===== src/rtl/bus_term_pkg.sv =====
// Shared definitions for the bus terminal port.
//   ID_W          : width of the destination-ID field at the top of a packet
//   BCAST_DEFAULT : default broadcast destination ID
//   PKT_MAX       : widest packet get_dest() accepts (callers zero-extend)
//   get_dest()    : extracts the destination ID from a packet of width w
package bus_term_pkg;

  localparam int unsigned ID_W    = 8;
  localparam int unsigned PKT_MAX = 256;
  localparam logic [ID_W-1:0] BCAST_DEFAULT = '1;

  function automatic logic [ID_W-1:0] get_dest(input logic [PKT_MAX-1:0] pkt,
                                               input int unsigned w);
    logic [PKT_MAX-1:0] sh;
    sh = pkt >> (w - ID_W);
    return sh[ID_W-1:0];
  endfunction

endpackage


===== src/rtl/term_fifo.sv =====
// Synchronous FIFO with wrapping pointers and a separate occupancy count.
// A push on a full FIFO is accepted only when a pop happens in the same cycle.
// A pop on an empty FIFO is ignored.
// Ports:
//   clk, reset : clock, asynchronous active-high reset
//   push, din  : enqueue request and data
//   pop        : dequeue request
//   full/empty : occupancy flags
//   head       : oldest entry, or zero when empty
module term_fifo #(
  parameter int unsigned width = 16,
  parameter int unsigned depth = 8
) (
  input  logic             clk,
  input  logic             reset,
  input  logic             push,
  input  logic [width-1:0] din,
  input  logic             pop,
  output logic             full,
  output logic             empty,
  output logic [width-1:0] head
);

  localparam int unsigned AW = $clog2(depth);
  localparam int unsigned CW = AW + 1;

  logic [width-1:0] mem [depth];
  logic [AW-1:0]    rd_q, rd_d, wr_q, wr_d;
  logic [CW-1:0]    cnt_q, cnt_d;
  logic             push_eff, pop_eff;

  assign empty    = (cnt_q == '0);
  assign full     = (cnt_q == CW'(depth));
  assign pop_eff  = pop && !empty;
  assign push_eff = push && (!full || pop_eff);
  // Forced to zero when empty so the head reads 0 straight out of reset
  // without the storage array needing a reset.
  assign head     = empty ? '0 : mem[rd_q];

  always_comb begin
    rd_d  = rd_q;
    wr_d  = wr_q;
    cnt_d = cnt_q;
    if (pop_eff)  rd_d = rd_q + 1'b1;
    if (push_eff) wr_d = wr_q + 1'b1;
    case ({push_eff, pop_eff})
      2'b10:   cnt_d = cnt_q + 1'b1;
      2'b01:   cnt_d = cnt_q - 1'b1;
      default: cnt_d = cnt_q;
    endcase
  end

  always_ff @(posedge clk or posedge reset) begin
    if (reset) begin
      rd_q  <= '0;
      wr_q  <= '0;
      cnt_q <= '0;
    end else begin
      rd_q  <= rd_d;
      wr_q  <= wr_d;
      cnt_q <= cnt_d;
    end
  end

  always_ff @(posedge clk) begin
    if (push_eff) mem[wr_q] <= din;
  end

endmodule


===== src/rtl/bus_term_port.sv =====
// Bus terminal port: a TX FIFO from the user toward the bus and an RX FIFO
// from the bus toward the user. The bus has no backpressure on delivery;
// RX packets arriving while the RX FIFO is full are dropped and flagged in
// the sticky rx_ovf output.
// Optional feature (macro BUS_TERM_ID_CHECK_EN): delivered packets whose
// destination is neither id nor broadcast are discarded and counted in the
// 8-bit saturating output misroute_cnt.
// Ports:
//   clk, reset               : clock, asynchronous active-high reset
//   pndng, pop, D_pop        : bus side of the TX FIFO
//   push, D_push             : bus side of the RX FIFO
//   tx_wr, tx_data, tx_full  : user write side
//   rx_rd, rx_data, rx_valid : user read side
//   rx_ovf                   : sticky RX drop flag
//   misroute_cnt             : misrouted packet count (macro builds only)
module bus_term_port
  import bus_term_pkg::*;
#(
  parameter int unsigned     pckg_sz   = 16,
  parameter int unsigned     depth     = 8,
  parameter logic [ID_W-1:0] id        = 8'd0,
  parameter logic [ID_W-1:0] broadcast = BCAST_DEFAULT
) (
  input  logic               clk,
  input  logic               reset,
  output logic               pndng,
  input  logic               pop,
  output logic [pckg_sz-1:0] D_pop,
  input  logic               push,
  input  logic [pckg_sz-1:0] D_push,
  input  logic               tx_wr,
  input  logic [pckg_sz-1:0] tx_data,
  output logic               tx_full,
  input  logic               rx_rd,
  output logic [pckg_sz-1:0] rx_data,
  output logic               rx_valid,
`ifdef BUS_TERM_ID_CHECK_EN
  output logic [7:0]         misroute_cnt,
`endif
  output logic               rx_ovf
);

  logic tx_empty, rx_full, rx_empty;
  logic dest_ok, rx_push;
  logic ovf_q, ovf_d;

`ifdef BUS_TERM_ID_CHECK_EN
  logic [ID_W-1:0] dest;
  logic [7:0]      mis_q, mis_d;

  assign dest    = get_dest(PKT_MAX'(D_push), pckg_sz);
  assign dest_ok = (dest == id) || (dest == broadcast);

  always_comb begin
    mis_d = mis_q;
    if (push && !dest_ok && (mis_q != '1)) mis_d = mis_q + 1'b1;
  end

  always_ff @(posedge clk or posedge reset) begin
    if (reset) mis_q <= '0;
    else       mis_q <= mis_d;
  end

  assign misroute_cnt = mis_q;
`else
  assign dest_ok = 1'b1;
`endif

  assign rx_push = push && dest_ok;

  term_fifo #(.width(pckg_sz), .depth(depth)) u_tx (
    .clk   (clk),
    .reset (reset),
    .push  (tx_wr),
    .din   (tx_data),
    .pop   (pop),
    .full  (tx_full),
    .empty (tx_empty),
    .head  (D_pop)
  );

  term_fifo #(.width(pckg_sz), .depth(depth)) u_rx (
    .clk   (clk),
    .reset (reset),
    .push  (rx_push),
    .din   (D_push),
    .pop   (rx_rd),
    .full  (rx_full),
    .empty (rx_empty),
    .head  (rx_data)
  );

  assign pndng    = !tx_empty;
  assign rx_valid = !rx_empty;

  // A drop happens only when the FIFO is full and no read frees a slot in
  // the same cycle; rx_rd on a full FIFO always dequeues, so it suffices.
  always_comb begin
    ovf_d = ovf_q;
    if (rx_push && rx_full && !rx_rd) ovf_d = 1'b1;
  end

  always_ff @(posedge clk or posedge reset) begin
    if (reset) ovf_q <= 1'b0;
    else       ovf_q <= ovf_d;
  end

  assign rx_ovf = ovf_q;

endmodule


===== config.mk =====
export PLATFORM = sky130hd
export DESIGN_NAME = bus_term_port
export DESIGN_NICKNAME = d
export VERILOG_FILES = /design/src/rtl/bus_term_pkg.sv /design/src/rtl/term_fifo.sv /design/src/rtl/bus_term_port.sv
export SDC_FILE = /design/constraint.sdc
export NUM_CORES = 1
export LEC_CHECK = 0
export BUFFER_PORTS_ARGS = -buffer_cell sky130_fd_sc_hd__buf_2
export CAP_MARGIN = 20
export CORE_MARGIN = 10
export CORE_UTILIZATION = 55
export DETAILED_ROUTE_END_ITERATION = 6
export PLACE_DENSITY = 0.69
export SYNTH_ARGS = -nofsm -noshare
export SYNTH_HDL_FRONTEND = slang
export SYNTH_HIERARCHICAL = 1
export SYNTH_SLANG_ARGS = --single-unit

===== constraint.sdc =====
create_clock -name clk -period 3.5 [get_ports clk]
set_clock_uncertainty 0.15 [all_clocks]
set_input_delay 0.175 -clock clk [delete_from_list [all_inputs] [get_ports clk]]
set_output_delay 0.175 -clock clk [all_outputs]
set_load 0.01 [all_outputs]

==> results of run 1 <==
-- power by group --
group          switching [mW]  internal (mW)
Clock                    1.17           1.87
Sequential              0.368           4.21
Combinational            1.83           1.69
-- logic make-up (layout without fill, tap and decap cells) --
family                     after synthesis  in the layout  share of synthesized area, %
and+or+nand+nor                         75             75                          3.02
muxes                                  104            104                          16.6
xor gates and xnor gates                14             14                          1.10
AOI/OAI and AO/OA                       23             23                          2.20
other                                    0              1                             0
buffers and inverters                   47            205                          2.14
DFF                                    277            277                          73.6
adders and majority gates               10             10                          1.26
-- area by class of cell --
| class | instances | area, sq um |
|---|---|---|
| clock buffers | 32 | 737 |
| clock inverters | 19 | 215 |
| flip-flops and latches | 277 | 8220 |
| diodes | 1 | 2.50 |
| multi-input cells | 226 | 2780 |
| well taps | 270 | 338 |
| fillers | 1314 | 6790 |
| inverters | 19 | 71.3 |
| repair buffers | 135 | 953 |
-- critical path, delay by kind of cell (launching register included) --
kind / cells / cell delay (ns)
AOI/OAI and AO/OA: 4 / 0.93
adders and majority gates: 1 / 0.28
DFF: 1 / 0.39
and+or+nand+nor: 3 / 1.02
buffers and inverters: 1 / 0.08
-- Yosys cell counts, drive strengths merged --
cell,number
nand2b,8
inv,19
nor3,8
edfxtp,256
o221ai,2
mux2i,34
mux4,64
o21bai,1
clkbuf,10
o2111ai,2
ha,8
o211ai,4
o21ai,6
nand2,3
o22ai,2
o21a,2
xnor2,8
xor2,6
dfrtp,21
or3,4
fa,2
nor4,2
nor2b,2
nor2,48
mux2,6
buf,18
a31oi,2
a211oi,2
-- registers in the layout (all words and copies together) (netlist names) --
name	count
u_rx/cnt_q	4
u_tx/rd_q	3
u_tx/wr_q	3
u_tx/mem	128
u_rx/wr_q	3
u_rx/mem	128
u_rx/rd_q	3
u_tx/cnt_q	4
rx_ovf	1
-- what timing repair did --
item                                    in CTS  in global routing
hold buffers                                39                  0
endpoints found under the setup margin       0                  0
gates resized for setup                      0                  0
hold endpoints to repair                   287                  0
-- worst max path at each step --
stage / from / end / slack (ns) / depth (start not counted)
3_5_place_dp: u_rx/cnt_q[0] / u_rx/cnt_q[3] / 0.55 / 9
4_1_cts: u_rx/cnt_q[0] / u_rx/cnt_q[3] / 0.55 / 9
3_3_place_gp: u_tx/cnt_q[0] / u_tx/cnt_q[3] / 0.70 / 9
5_1_grt: u_rx/cnt_q[0] / u_rx/cnt_q[3] / 0.30 / 9
6_report: u_rx/cnt_q[0] / u_rx/cnt_q[3] / 0.51 / 9
2_1_floorplan: u_rx/cnt_q[3] / u_rx/mem[0][0] / 0.63 / 4
-- per-layer routing --
metal	track usage [%]	wire (um)	vias up
met5	0	0	-
met4	3.76	339	0
met3	3.34	1170	32
met2	29.6	11300	137
met1	19.7	8480	2819
li1	-	-	2472
==> run summary, run 1 <==
Outcome - finished clean
Gpl congestion - 0.774
Total power - 11.1 mW
Netlist cell types - 35
RSZ-0062 raised after global routing - false
VDD IR max - 0.556 mV
CTS buffer count - 28
Yosys reg bits - 277
Pleak - 4.67 nW
Largest net degree at the start of global routing - 35
Root buf cell - clkbuf_16
Fin crit period - 2.99 ns
Crit path max fanout - 9
Post-synth top area cell - edfxtp_1
Vias in the first global route - 6060
Bufs on Longest Clock Path - 3
Routed WL - 21.3 mm
Initial antenna violation count - 1
Placed Area - 0.0120 sq mm
Cell Pwr Density - 836 mW/mm^2
Setup TNS - 0 ns
Headroom to the max-slew limit - 31.1%
DRC - 0
Final setup viols - 0
Mapped Nets - 598
CP arrival - 3.22 ns
Max-Cap Viols - 0
Final hold viol count - 0
Grt total ovfl - 0
Worst r2r dst - u_rx/cnt_q[3]
Design area - 0.0133 sq mm
Post-layout util - 66.2%
Nets - 735
FMAX - 0.334 GHz
Reg2reg setup slack - 0.51 ns
CP most frequent cell - or3_1
Total iterations of the first detailed-routing run - 4
Min-Delay Path Class - in2async
Core box area - 0.0201 sq mm
Commonest non-fill, non-tap cells in the layout - 256 x edfxtp_1, 73 x buf_2, 64 x mux4_2, 46 x nor2_1, 39 x dlygate4sd3_1
Avg Vias per Cell - 5.58
CTS tree - done
CTS Sinks - 277
Clk_lat worst skew - 0.53 ns
First-pass GRT wire length - 33.8 mm
Per-cell routed wire length - 21.7 um
Share of post-route cells with drive strength above 1 - 32.5%
Die height - 162 um
CP max stage delay - 0.60 ns
DRT antenna net count - 0
Sequential fraction of the synthesis area - 73.6%
Hold WS - 0.0426 ns
Share of the synthesized area in the top cell type - 68.9%
Synth Cell Area - 0.0112 sq mm
Placed instance count - 888
Crit end category - flip-flop
CP max-delay cell - or3_1
H-tree levels - 1
P&R area growth vs syn - 19.4%
Final non-filler cell total - 979
Most common cell after layout, fill and taps aside - edfxtp_1
Die area - 0.0264 sq mm
Setup WS pre-CTS - 0.551 ns
Max Transition Viols Final - 0
Initial Utilization - 55.5%
Measured slew at the worst slew-check pin - 1.03 ns
DR vias - 5460
Mapped Cells - 550
Setup ws final - 0.509 ns
Crit-path cells - or3_1, o21ai_2, nand2b_1, inv_1, ha_1, a211oi_1, or3_1, o21a_1, o221ai_1
Fin crit share - 85.4%
DR iter-0 viols - 316
Port Buffers - 73
Synth area leaders - edfxtp_1 69%, mux4_2 13%, dfrtp_1 4.7%, mux2i_1 3.1%, nor2_1 1.5%
Die W - 162 um
Reg clk slew, reported paths - 0.06 ns
Syn avg cell area - 20.3 sq um
Row count - 52
CP Class - reg2reg
CP Launch Type - flip-flop
CP required - 3.73 ns
GRT Overall Usage - 16.4%
Dpl hpwl - 13.0 mm
Synth warn - 6
Reg-to-reg startpoint - u_rx/cnt_q[0]
Post-CTS Setup Inserts - 0
Cells on worst reg2reg path - 9
I/O Pins - 74
No activity file was read; power rests on OpenSTA's default activity.
==> run 2, diff against run 1 <==
--- a/config.mk
+++ b/config.mk
@@ -8,9 +8,9 @@
 export BUFFER_PORTS_ARGS = -buffer_cell sky130_fd_sc_hd__buf_2
 export CAP_MARGIN = 20
 export CORE_MARGIN = 10
-export CORE_UTILIZATION = 55
+export CORE_UTILIZATION = 45
 export DETAILED_ROUTE_END_ITERATION = 6
-export PLACE_DENSITY = 0.69
+export PLACE_DENSITY = 0.58
 export SYNTH_ARGS = -nofsm -noshare
 export SYNTH_HDL_FRONTEND = slang
 export SYNTH_HIERARCHICAL = 1
==> run summary, run 2 (synthesized netlist as in run 1, its figures left out) <==
Setup TNS - 0 ns
Fin crit share - 84.7%
P&R area growth vs syn - 20.4%
Sw frac - 30.2%
Share of post-route cells with drive strength above 1 - 32.6%
Root buf cell - clkbuf_16
Row count - 57
Headroom to the max-slew limit - 34.9%
CP most frequent cell - or3_1
I/O Pins - 74
Gate power share - 31.0%
Met3 Routed Length - 924 um
Reg2reg setup slack - 0.54 ns
DRC - 0
CTS Sinks - 277
Register Area - 0.00822 sq mm
Routed WL - 21.6 mm
Per-cell routed wire length - 20.8 um
DRT antenna net count - 0
Nets - 737
Clock share of power - 28.0%
CP Class - reg2reg
Die height - 177 um
Largest net degree at the start of global routing - 35
Number of buffer and inverter stages on the critical path - 1
Total iterations of the first detailed-routing run - 4
Post-cts gate resize count - 0
Crit end category - flip-flop
RSZ-0062 raised after global routing - false
Reg power frac - 41.0%
Met2 wire len - 11.5 mm
Gpl congestion - 0.721
Dpl hpwl - 13.2 mm
CP Launch Type - flip-flop
Largest registers - u_rx/mem (128), u_tx/mem (128)
Core box area - 0.0243 sq mm
Pleak - 4.69 nW
Reg clk slew, reported paths - 0.06 ns
DR vias - 5418
Bufs on Longest Clock Path - 3
CTS Hold Bufs - 39
Metal-1 WL - 8.72 mm
Internal Power - 7.84 mW
Switching pwr - 3.39 mW
Die W - 177 um
Most common cell after layout, fill and taps aside - edfxtp_1
CP required - 3.74 ns
Setup WS pre-CTS - 0.535 ns
Port Buffers - 73
Max Transition Viols Final - 0
Max-Cap Viols - 0
CTS tree - done
Post-layout util - 55.2%
Vias in the first global route - 5930
Final setup viols - 0
Final-layout fill cell count - 1905
Crit-path cells - or3_1, o21ai_2, nand2b_1, inv_1, ha_1, a211oi_1, or3_1, o211ai_1, o221ai_1
CP max stage delay - 0.60 ns
CP max-delay cell - or3_1
Commonest non-fill, non-tap cells in the layout - 256 x edfxtp_1, 73 x buf_2, 64 x mux4_2, 46 x nor2_1, 39 x dlygate4sd3_1
Multi-input logic area - 0.00278 sq mm
Clk_lat worst skew - 0.53 ns
First-pass GRT wire length - 34.1 mm
Fin crit period - 2.96 ns
Design area - 0.0134 sq mm
FMAX - 0.337 GHz
DR iter-0 viols - 263
Outcome - finished clean
Initial Utilization - 45.9%
GRT Overall Usage - 14.0%
VDD IR max - 0.729 mV
Grt total ovfl - 0
Avg Vias per Cell - 5.22
Cell Pwr Density - 837 mW/mm^2
Setup ws final - 0.537 ns
Placed Area - 0.0120 sq mm
Post-CTS Setup Inserts - 0
Min-Delay Path Class - in2async
Highest metal used - met4
CTS buffer count - 28
Measured slew at the worst slew-check pin - 0.977 ns
Final hold viol count - 0
Total power - 11.2 mW
H-tree levels - 1
CP arrival - 3.20 ns
Initial antenna violation count - 2
Delay-heaviest family, CP - simple AND/OR/NAND/NOR gates
Die area - 0.0315 sq mm
Crit path max fanout - 9
==> run 2: cell count changes in the layout (fill, tap and decap cells not counted), sizes merged <==
cell | before | now
buf | 96 | 98
clkinv | 13 | 11
bufinv | 5 | 6
clkinvlp | 1 | 2
diode | 1 | 2
inv | 19 | 20
==> run 2: layout make-up <==
cell class | instances | area share (%)
antenna | 2 | 0.0373
clock buffer | 32 | 5.49
clock inverter | 20 | 1.89
inverter | 19 | 0.531
multi-input combinational | 226 | 20.7
sequential | 277 | 61.2
tap | 324 | 3.02
timing repair buffer | 137 | 7.12
==> run 2: metal layers <==
metal | global-route usage (%) | up-vias
met5 | 0 | -
met4 | 3.37 | 0
met3 | 2.80 | 39
met2 | 25.3 | 92
met1 | 16.7 | 2795
li1 | - | 2492
==> run 2: stage by stage <==
step | cells | hold slack (ns)
2_1_floorplan | 550 | -0.246
3_3_place_gp | 944 | -0.103
3_5_place_dp | 944 | -0.106
4_1_cts | 1035 | 0.0451
5_1_grt | 1037 | 0.0909
6_report | 1037 | 0.0448
==> run 2: final timing paths <==
check / start / endpoint / cells after the start
setup / recovery: u_tx/cnt_q[0] / u_tx/cnt_q[3] / 9
hold / removal: reset / u_rx/wr_q[0] / 3
setup reg to reg: u_tx/cnt_q[0] / u_tx/cnt_q[3] / 9
hold reg to reg: u_rx/rd_q[2] / u_rx/rd_q[2] / 1
max in group asynchronous: reset / rx_ovf / 4
min in group clk: tx_data[10] / u_tx/mem[1][10] / 2
==> run 2: worst register-to-register path, delay by kind of cell (launching register included) <==
family / cells / cell delay [ns]
simple gates: 3 / 1.18
flops: 1 / 0.39
compound gates: 4 / 0.73
buf+inv: 1 / 0.08
fa+ha+maj: 1 / 0.29
==> run 2: power groups by stage <==
stage | combinational (mW) | sequential (mW) | clock [mW]
after CTS | 3.60 | 4.62 | 3.21
after floorplan | 2.59 | 4.42 | 0
after global routing | 3.83 | 4.67 | 3.36
final | 3.49 | 4.60 | 3.14
after detailed placement | 3.54 | 4.69 | 0
after global placement | 3.48 | 4.64 | 0
==> run 3, diff against run 2 <==
==> constraint.sdc (replaced) <==
create_clock -name clk -period 3 [get_ports clk]
set_clock_uncertainty 0.15 [all_clocks]
set_input_delay 0.15 -clock clk [delete_from_list [all_inputs] [get_ports clk]]
set_output_delay 0.15 -clock clk [all_outputs]
set_load 0.01 [all_outputs]
==> run summary, run 3 (synthesized netlist as in run 1, its figures left out) <==
Outcome - finished clean
Setup TNS - 0 ns
CP Class - reg2out
H-tree levels - 1
Pleak - 4.67 nW
Max Transition Viols Final - 0
DR vias - 5429
Min-Delay Path Class - in2async
P&R area growth vs syn - 20.1%
Crit end category - output port
Fin crit share - 93.3%
DRT antenna net count - 0
VDD IR max - 0.589 mV
CTS buffer count - 29
Per-cell routed wire length - 20.7 um
Root buf cell - clkbuf_16
First-pass GRT wire length - 34.0 mm
Dpl hpwl - 13.1 mm
Placed Area - 0.0120 sq mm
CP required - 2.70 ns
Port Buffers - 73
Grt total ovfl - 0
Crit path max fanout - 21
Worst setup endpoint - D_pop[13]
Vias in the first global route - 6044
Share of post-route cells with drive strength above 1 - 32.9%
I/O Pins - 74
Cell Pwr Density - 965 mW/mm^2
Final setup viols - 0
CP arrival - 2.50 ns
Total iterations of the first detailed-routing run - 4
Largest net degree at the start of global routing - 35
GRT Overall Usage - 13.9%
Die area - 0.0315 sq mm
Nets - 738
Post-cts gate resize count - 0
Post-CTS Setup Inserts - 0
Measured slew at the worst slew-check pin - 1.12 ns
Max-Cap Viols - 0
Bufs on Longest Clock Path - 3
Reg2reg setup slack - 0.34 ns
Commonest non-fill, non-tap cells in the layout - 256 x edfxtp_1, 73 x buf_2, 64 x mux4_2, 46 x nor2_1, 39 x dlygate4sd3_1
CTS Sinks - 277
Headroom to the max-slew limit - 25.1%
CTS tree - done
Initial Utilization - 45.9%
Gpl congestion - 0.732
Total power - 12.9 mW
FMAX - 0.357 GHz
Die height - 177 um
Die W - 177 um
DRC - 0
Reg-to-reg startpoint - u_tx/cnt_q[0]
Cells on worst reg2reg path - 9
Final-layout fill cell count - 1902
Clk_lat worst skew - 0.53 ns
Largest registers - u_rx/mem (128), u_tx/mem (128)
Most common cell after layout, fill and taps aside - edfxtp_1
CP startpoint - u_tx/rd_q[0]
Reg clk slew, reported paths - 0.06 ns
RSZ-0062 raised after global routing - false
Worst r2r dst - u_tx/cnt_q[3]
Routed WL - 21.5 mm
Final hold viol count - 0
Row count - 57
Fin crit period - 2.80 ns
DR iter-0 viols - 344
Avg Vias per Cell - 5.23
CP Launch Type - flip-flop
CTS Hold Bufs - 39
Core box area - 0.0243 sq mm
Initial antenna violation count - 2
Design area - 0.0134 sq mm
[run 3: layout make-up]
type | count | area, sq um | area share [%]
flip-flops and latches | 277 | 8220 | 61.3
multi-input cells | 226 | 2780 | 20.7
repair buffers | 137 | 968 | 7.23
clock buffers | 41 | 831 | 6.20
well taps | 324 | 405 | 3.03
clock inverters | 12 | 118 | 0.878
inverters | 19 | 71.3 | 0.533
diodes | 2 | 5.00 | 0.0374
[run 3: power breakdown]
part | internal (mW) | total, mW | switching [mW]
combinational | 1.98 | 4.16 | 2.17
sequential | 4.91 | 5.29 | 0.381
clock | 2.09 | 3.47 | 1.38
[run 3: worst min-delay path by stage]
stage               startpoint            end  slack (ns)  cells past startpoint
floorplan                reset         rx_ovf       -0.27                      1
global placement         reset         rx_ovf       -0.13                      2
detailed placement       reset         rx_ovf       -0.13                      2
CTS                      reset   u_tx/rd_q[2]        0.02                      3
global route             reset  u_rx/cnt_q[0]        0.05                      3
finish                   reset  u_tx/cnt_q[1]        0.03                      3
[run 3: metal layers]
metal | GRT usage (%) | share of wire (%) | vias up | wire [um]
met4 | 3.23 | 1.8 | 0 | 378
met3 | 3.02 | 4.6 | 26 | 991
met1 | 16.2 | 39 | 2813 | 8450
met5 | 0 | 0 | - | 0
met2 | 25.7 | 54 | 102 | 11700
li1 | - | - | 2488 | -
[run 3: stage by stage]
step                      hold slack, ns  utilization, %  std cells  worst slack (ns)
after floorplan                   -0.271               -        550             0.128
after global placement            -0.129            49.5        944             0.465
after detailed placement          -0.132            49.5        944             0.373
after CTS                         0.0234            55.0       1036             0.119
after global routing              0.0499            55.1       1038            0.0595
final                             0.0251            55.1       1038             0.201
[run 3: worst max-delay path, stage by stage, from the launching register on]
cell,delay (ns)
dfrtp_2,0.69
buf_12,0.28
mux4_2,0.53
mux2i_1,0.19
nor2_1,0.10
buf_2,0.16
